### src/rtl/syndrome_stream_packer_pkg.sv
// syndrome_stream_packer_pkg: shared message bytes, packer FSM states and saturating add helper
package syndrome_stream_packer_pkg;
  localparam logic [7:0] START_DECODING_MSG = 8'hA0;
  localparam logic [7:0] MEASUREMENT_DATA_HEADER = 8'hA1;
  typedef enum logic [2:0] {
    ST_RST,
    ST_START,
    ST_HEADER,
    ST_LOAD,
    ST_SEND,
    ST_WAIT_RESULT
  } state_t;
  function automatic logic [15:0] sat_add16(input logic [15:0] a, input logic [15:0] b);
    logic [16:0] s;
    s = {1'b0, a} + {1'b0, b};
    return s[16] ? 16'hFFFF : s[15:0];
  endfunction
endpackage

### src/rtl/syndrome_stream_packer_round_byte_serializer.sv
// round_byte_serializer: zero-padded round shift register emitting LSB byte first with last-byte flag
module round_byte_serializer #(
  parameter int PU = 18,
  parameter int BYTES = (PU + 7) >> 3
) (
  input  logic          clk,
  input  logic          reset,
  input  logic          load,
  input  logic          shift,
  input  logic [PU-1:0] din,
  output logic [7:0]    byte_out,
  output logic          last
);
  localparam int BW = BYTES > 1 ? $clog2(BYTES) : 1;
  logic [8*BYTES-1:0] shreg_q, shreg_d;
  logic [BW-1:0] byte_cnt_q, byte_cnt_d;
  always_comb begin
    shreg_d = load ? (8*BYTES)'(din) : shift ? shreg_q >> 8 : shreg_q;
    byte_cnt_d = load ? '0 : shift ? byte_cnt_q + BW'(1) : byte_cnt_q;
  end
  always_ff @(posedge clk or posedge reset)
    if (reset) begin
      shreg_q <= '0;
      byte_cnt_q <= '0;
    end else begin
      shreg_q <= shreg_d;
      byte_cnt_q <= byte_cnt_d;
    end
  assign byte_out = shreg_q[7:0];
  assign last = byte_cnt_q == BW'(BYTES - 1);
endmodule

### src/rtl/syndrome_stream_packer.sv
// syndrome_stream_packer: serializes measurement rounds into the decoder byte stream (HELIOS_SYNDROME_COUNT_EN adds syndrome_count)
module syndrome_stream_packer
  import syndrome_stream_packer_pkg::*;
#(
  parameter int GRID_WIDTH_X = 6,
  parameter int GRID_WIDTH_Z = 3,
  parameter int GRID_WIDTH_U = 9,
  localparam int PU_PER_ROUND = GRID_WIDTH_X * GRID_WIDTH_Z,
  localparam int BYTES_PER_ROUND = (PU_PER_ROUND + 7) >> 3
) (
  input  logic                    clk,
  input  logic                    reset,
  input  logic [PU_PER_ROUND-1:0] round_data,
  input  logic                    round_valid,
  output logic                    round_ready,
  output logic [7:0]              output_data,
  output logic                    output_valid,
  input  logic                    output_ready,
  input  logic                    result_done,
  output logic [15:0]             block_count
`ifdef HELIOS_SYNDROME_COUNT_EN
  ,
  output logic [15:0]             syndrome_count
`endif
);
  localparam int RW = GRID_WIDTH_U > 1 ? $clog2(GRID_WIDTH_U) : 1;
  state_t state_q, state_d;
  logic [RW-1:0] round_cnt_q, round_cnt_d;
  logic [15:0] block_count_q, block_count_d;
  logic out_hs, load, shift, last;
  logic [7:0] ser_byte;
  assign out_hs = output_valid && output_ready;
  assign load = state_q == ST_LOAD && round_valid;
  assign shift = state_q == ST_SEND && output_ready;
  round_byte_serializer #(.PU(PU_PER_ROUND), .BYTES(BYTES_PER_ROUND)) u_ser (
    .clk(clk),
    .reset(reset),
    .load(load),
    .shift(shift),
    .din(round_data),
    .byte_out(ser_byte),
    .last(last)
  );
  always_ff @(posedge clk or posedge reset)
    if (reset) begin
      state_q <= ST_RST;
      round_cnt_q <= '0;
      block_count_q <= '0;
    end else begin
      state_q <= state_d;
      round_cnt_q <= round_cnt_d;
      block_count_q <= block_count_d;
    end
  always_comb begin
    state_d = state_q;
    round_cnt_d = round_cnt_q;
    block_count_d = block_count_q;
    case (state_q)
      ST_RST: state_d = ST_START;
      ST_START: state_d = out_hs ? ST_HEADER : ST_START;
      ST_HEADER: begin
        state_d = out_hs ? ST_LOAD : ST_HEADER;
        round_cnt_d = out_hs ? '0 : round_cnt_q;
      end
      ST_LOAD: state_d = round_valid ? ST_SEND : ST_LOAD;
      ST_SEND:
        if (out_hs && last) begin
          state_d = round_cnt_q == RW'(GRID_WIDTH_U - 1) ? ST_WAIT_RESULT : ST_LOAD;
          round_cnt_d = round_cnt_q == RW'(GRID_WIDTH_U - 1) ? round_cnt_q : round_cnt_q + RW'(1);
        end
      ST_WAIT_RESULT: begin
        state_d = result_done ? ST_HEADER : ST_WAIT_RESULT;
        block_count_d = result_done ? block_count_q + 16'd1 : block_count_q;
      end
      default: state_d = ST_RST;
    endcase
  end
  always_comb begin
    output_valid = 1'b0;
    output_data = '0;
    round_ready = 1'b0;
    case (state_q)
      ST_START: begin
        output_valid = 1'b1;
        output_data = START_DECODING_MSG;
      end
      ST_HEADER: begin
        output_valid = round_valid;
        output_data = MEASUREMENT_DATA_HEADER;
      end
      ST_LOAD: round_ready = 1'b1;
      ST_SEND: begin
        output_valid = 1'b1;
        output_data = ser_byte;
      end
      default: output_valid = 1'b0;
    endcase
  end
  assign block_count = block_count_q;
`ifdef HELIOS_SYNDROME_COUNT_EN
  logic [15:0] syn_q, syn_d, pop;
  always_comb begin
    pop = '0;
    for (int i = 0; i < PU_PER_ROUND; i++) pop = pop + 16'(round_data[i]);
    syn_d = state_q == ST_HEADER && out_hs ? '0 : load ? sat_add16(syn_q, pop) : syn_q;
  end
  always_ff @(posedge clk or posedge reset)
    if (reset) syn_q <= '0;
    else syn_q <= syn_d;
  assign syndrome_count = syn_q;
`endif
endmodule

### config.mk
export PLATFORM = sky130hd
export DESIGN_NAME = syndrome_stream_packer
export DESIGN_NICKNAME = d
export VERILOG_FILES = /design/src/rtl/syndrome_stream_packer_pkg.sv /design/src/rtl/syndrome_stream_packer_round_byte_serializer.sv /design/src/rtl/syndrome_stream_packer.sv
export SDC_FILE = /design/constraint.sdc
export NUM_CORES = 1
export LEC_CHECK = 0
export BUFFER_PORTS_ARGS = -buffer_cell sky130_fd_sc_hd__clkbuf_2
export CORE_MARGIN = 4
export CORE_UTILIZATION = 48
export CTS_CLUSTER_DIAMETER = 100
export DETAILED_ROUTE_END_ITERATION = 16
export GPL_TIMING_DRIVEN = 0
export HOLD_SLACK_MARGIN = 0.15
export PLACE_DENSITY = 0.75
export SLEW_MARGIN = 5
export SYNTH_ARGS = -nofsm -noshare
export SYNTH_HDL_FRONTEND = slang
export SYNTH_SLANG_ARGS = --single-unit
### constraint.sdc
create_clock -name clk -period 1.7 [get_ports clk]
set_clock_uncertainty 0.2 [all_clocks]
set_input_delay 0.17 -clock clk [delete_from_list [all_inputs] [get_ports clk]]
set_output_delay 0.17 -clock clk [all_outputs]
set_load 0.005 [all_outputs]
==> impl_metrics.tcl <==
set metrics [dict create \
    synthDistinctLibCells 38 \
    start_util_pct 50.0 \
    tightest_slew_ns 0.606 \
    rsz0062_at_grt "true" \
    slew_viol_final 0 \
    ys_seq_area_share_pct 49.1 \
    die_h_um 75.6 \
    p_total_mw 3.98 \
    relSlewSlack_pct 59.5 \
    p_int_mw 2.60 \
    grt_pass1_vias 1895 \
    grt_pass1_wl_mm 8.38 \
    cts-htree-levels 2 \
    path_class "reg2out" \
    fin_crit_ns 1.93 \
    ys_warn_count 0 \
    die_w_um 75.6 \
    path_clk_slew_ns 0.09 \
    clock_sinks 43 \
    dpl-instance-area_mm2 0.00251 \
    fin_crit_sh_pct 113 \
    synth.avg_cell_area_um2 9.87 \
    antenna_found_initial 0 \
    rows 24 \
    clkLatencyLatePin_ns 0.30 \
    critPathMaxFanout 6 \
    crit_path_start_kind "register" \
    setup_violations 28 \
    cts_buffer_depth 2 \
    cts_root_buf "clkbuf_8" \
    synth_top_area_share_pct 49.1 \
    diodes 0 \
    dr_total_vias 1943 \
    final_cells 370 \
    violations "negative setup slack" \
    yosys-top-cells-area "dfrtp_1 49%, nand2_1 6.0%, mux2i_1 5.5%" \
    port_buffers 47 \
    synth.net_count 249 \
    p_clk_share_pct 20.2 \
    holdWs_ns 0.160 \
    tritoncts "yes" \
    grt_usage_pct 19.5 \
    drc_errors 0 \
    numCtsBuffers 5 \
    critPathCaptureType "output pin" \
    final_cell_mix "43 x dfrtp_1, 41 x clkbuf_2, 35 x nand2_1" \
    grt_overflow 0 \
    fill_cells 276 \
    fmax_mhz 519 \
    dpl.hpwl_mm 3.22 \
    synth-seq-cells 43 \
    worstPathArrival_ns 1.56 \
    drt_iter0_drc 74 \
    finalSetupTns_ns -2.87 \
    cp.required_ns 1.33 \
    place_inst 322 \
    power_leakage_nw 1.78 \
    power_density_mw_per_mm2 1210 \
    switching_share_pct 34.6 \
    drive_above_1_share_pct 38.1 \
    vdd_drop_max_mv 0.833 \
    wl_per_cell_um 15.4 \
    switchingPower_mw 1.38 \
    yosysTopAreaCell "dfrtp_1" \
    hold_viol 0 \
    setup_ws_ns -0.228 \
    syn_area_mm2 0.00219 \
    cap_violations 0 \
    fin_area_mm2 0.00330 \
    pin_count 49 \
    antenna_left 0 \
    combPwrFrac_pct 41.8 \
    nNetsFinal 344 \
    area_growth_pct 50.5 \
    grt_start_max_net_pins 35 \
    drt_first_pass_iters 5 \
    seqPwrFrac_pct 38.0 \
    gp_congestion 0.780 \
    dieArea_mm2 0.00571 \
    core_mm2 0.00438 \
    final_common_cell "dfrtp_1" \
    hold_class "in2reg" \
    wirelength_mm 5.69 \
    synth_cells 222 \
    avgViaCountPerCell 5.25 \
    status "finished with violations" \
]
power groups by stage:
stage | logic, mW | clock network, mW | registers, mW
after global routing | 1.83 | 0.857 | 1.54
after global placement | 1.15 | 0 | 1.49
after floorplan | 0.858 | 0 | 1.46
after CTS | 1.37 | 0.818 | 1.49
final | 1.66 | 0.804 | 1.51
after detailed placement | 1.19 | 0 | 1.51
cell type report:
cell class / instances / area (µm²) / area share, %
timing repair buffer: 88 / 709 / 21.5
sequential: 43 / 1080 / 32.6
clock buffer: 5 / 68.8 / 2.09
inverter: 7 / 26.3 / 0.797
clock inverter: 3 / 43.8 / 1.33
multi-input combinational: 161 / 1210 / 36.6
buffer: 11 / 101 / 3.07
tap: 52 / 65.1 / 1.97
timing repair:
action,4_1_cts,5_1_grt
endpoints found under the setup margin,39,48
endpoints found under the hold margin,65,0
hold buffers,23,0
cloned,0,1
resized for setup,22,64
buffers inserted,4,12
pin swaps,9,18
logic make-up (layout without fill, tap and decap cells):
kind of cell	after synthesis	count (layout)	share of synthesized area, %
AOI/OAI and AO/OA	30	30	7.82
xor gates and xnor gates	17	17	6.79
adders and majority gates	4	4	2.28
buffers and inverters	18	114	3.94
DFF	43	43	49.1
muxes	15	15	7.02
and+or+nand+nor	95	95	23.1
final timing paths:
check,end,from,slack (ns),cells after the start
worst max-delay path,output_data[3],state_q[1]$_DFFE_PP0P_,-0.23,5
min in group asynchronous,block_count[6]$_DFFE_PP0N_,reset,0.69,4
worst max register to register,block_count[11]$_DFFE_PP0N_,state_q[1]$_DFFE_PP0P_,-0.17,7
max in group asynchronous,u_ser.shreg_q[15]$_DFFE_PP0P_,reset,0.16,5
worst min register to register,block_count[15]$_DFFE_PP0N_,block_count[15]$_DFFE_PP0N_,0.27,1
worst min-delay path,state_q[1]$_DFFE_PP0P_,result_done,0.16,4
sequential cells by signal (all words and copies together), names as in the netlist:
register,cells
u_ser.shreg_q,18
block_count,16
round_cnt_q,4
state_q,3
u_ser.byte_cnt_q,2
worst max-delay path: stages (launching register included):
cell      delay (ns)
dfrtp_1         0.41
buf_6           0.13
nor3b_4         0.28
clkbuf_8        0.21
and2_4          0.14
buf_6           0.09
cells in the mapped netlist:
library cell,count
inv_1,7
xnor2_1,6
or3b_2,1
nand2_2,2
a2bb2oi_1,1
nand3_1,16
mux2_2,3
clkbuf_1,4
nor4_1,1
ha_1,4
nor2_1,10
and3b_1,1
or3b_1,1
nand4_1,2
o21ai_0,15
nand4_4,1
a21oi_1,7
xor2_1,11
nand2b_1,2
o2bb2ai_1,1
and2_1,7
nor3_2,1
and3_1,2
nor4_4,1
buf_4,4
nor3b_2,1
mux2i_1,12
nand2_1,35
nand3b_1,1
nor3_1,7
nor2b_1,2
a221oi_1,1
o22ai_1,3
dfrtp_1,43
buf_2,3
a311oi_1,1
and4b_1,1
a21o_1,1
through the flow:
stage	utilization, %	worst slack [ns]
2_1_floorplan	-	0.0294
3_3_place_gp	56.8	-0.192
3_5_place_dp	57.3	-0.118
4_1_cts	67.7	-0.173
5_1_grt	75.2	-0.287
6_report	75.2	-0.228
per-layer routing:
layer	vias up	share of wire (%)	GRT usage [%]
met2	52	54	33.7
met3	8	4.0	4.49
met5	-	0	0
met1	934	41	24.6
met4	0	1.1	5.05
li1	949	-	-
(Power assumes the default switching activity.)
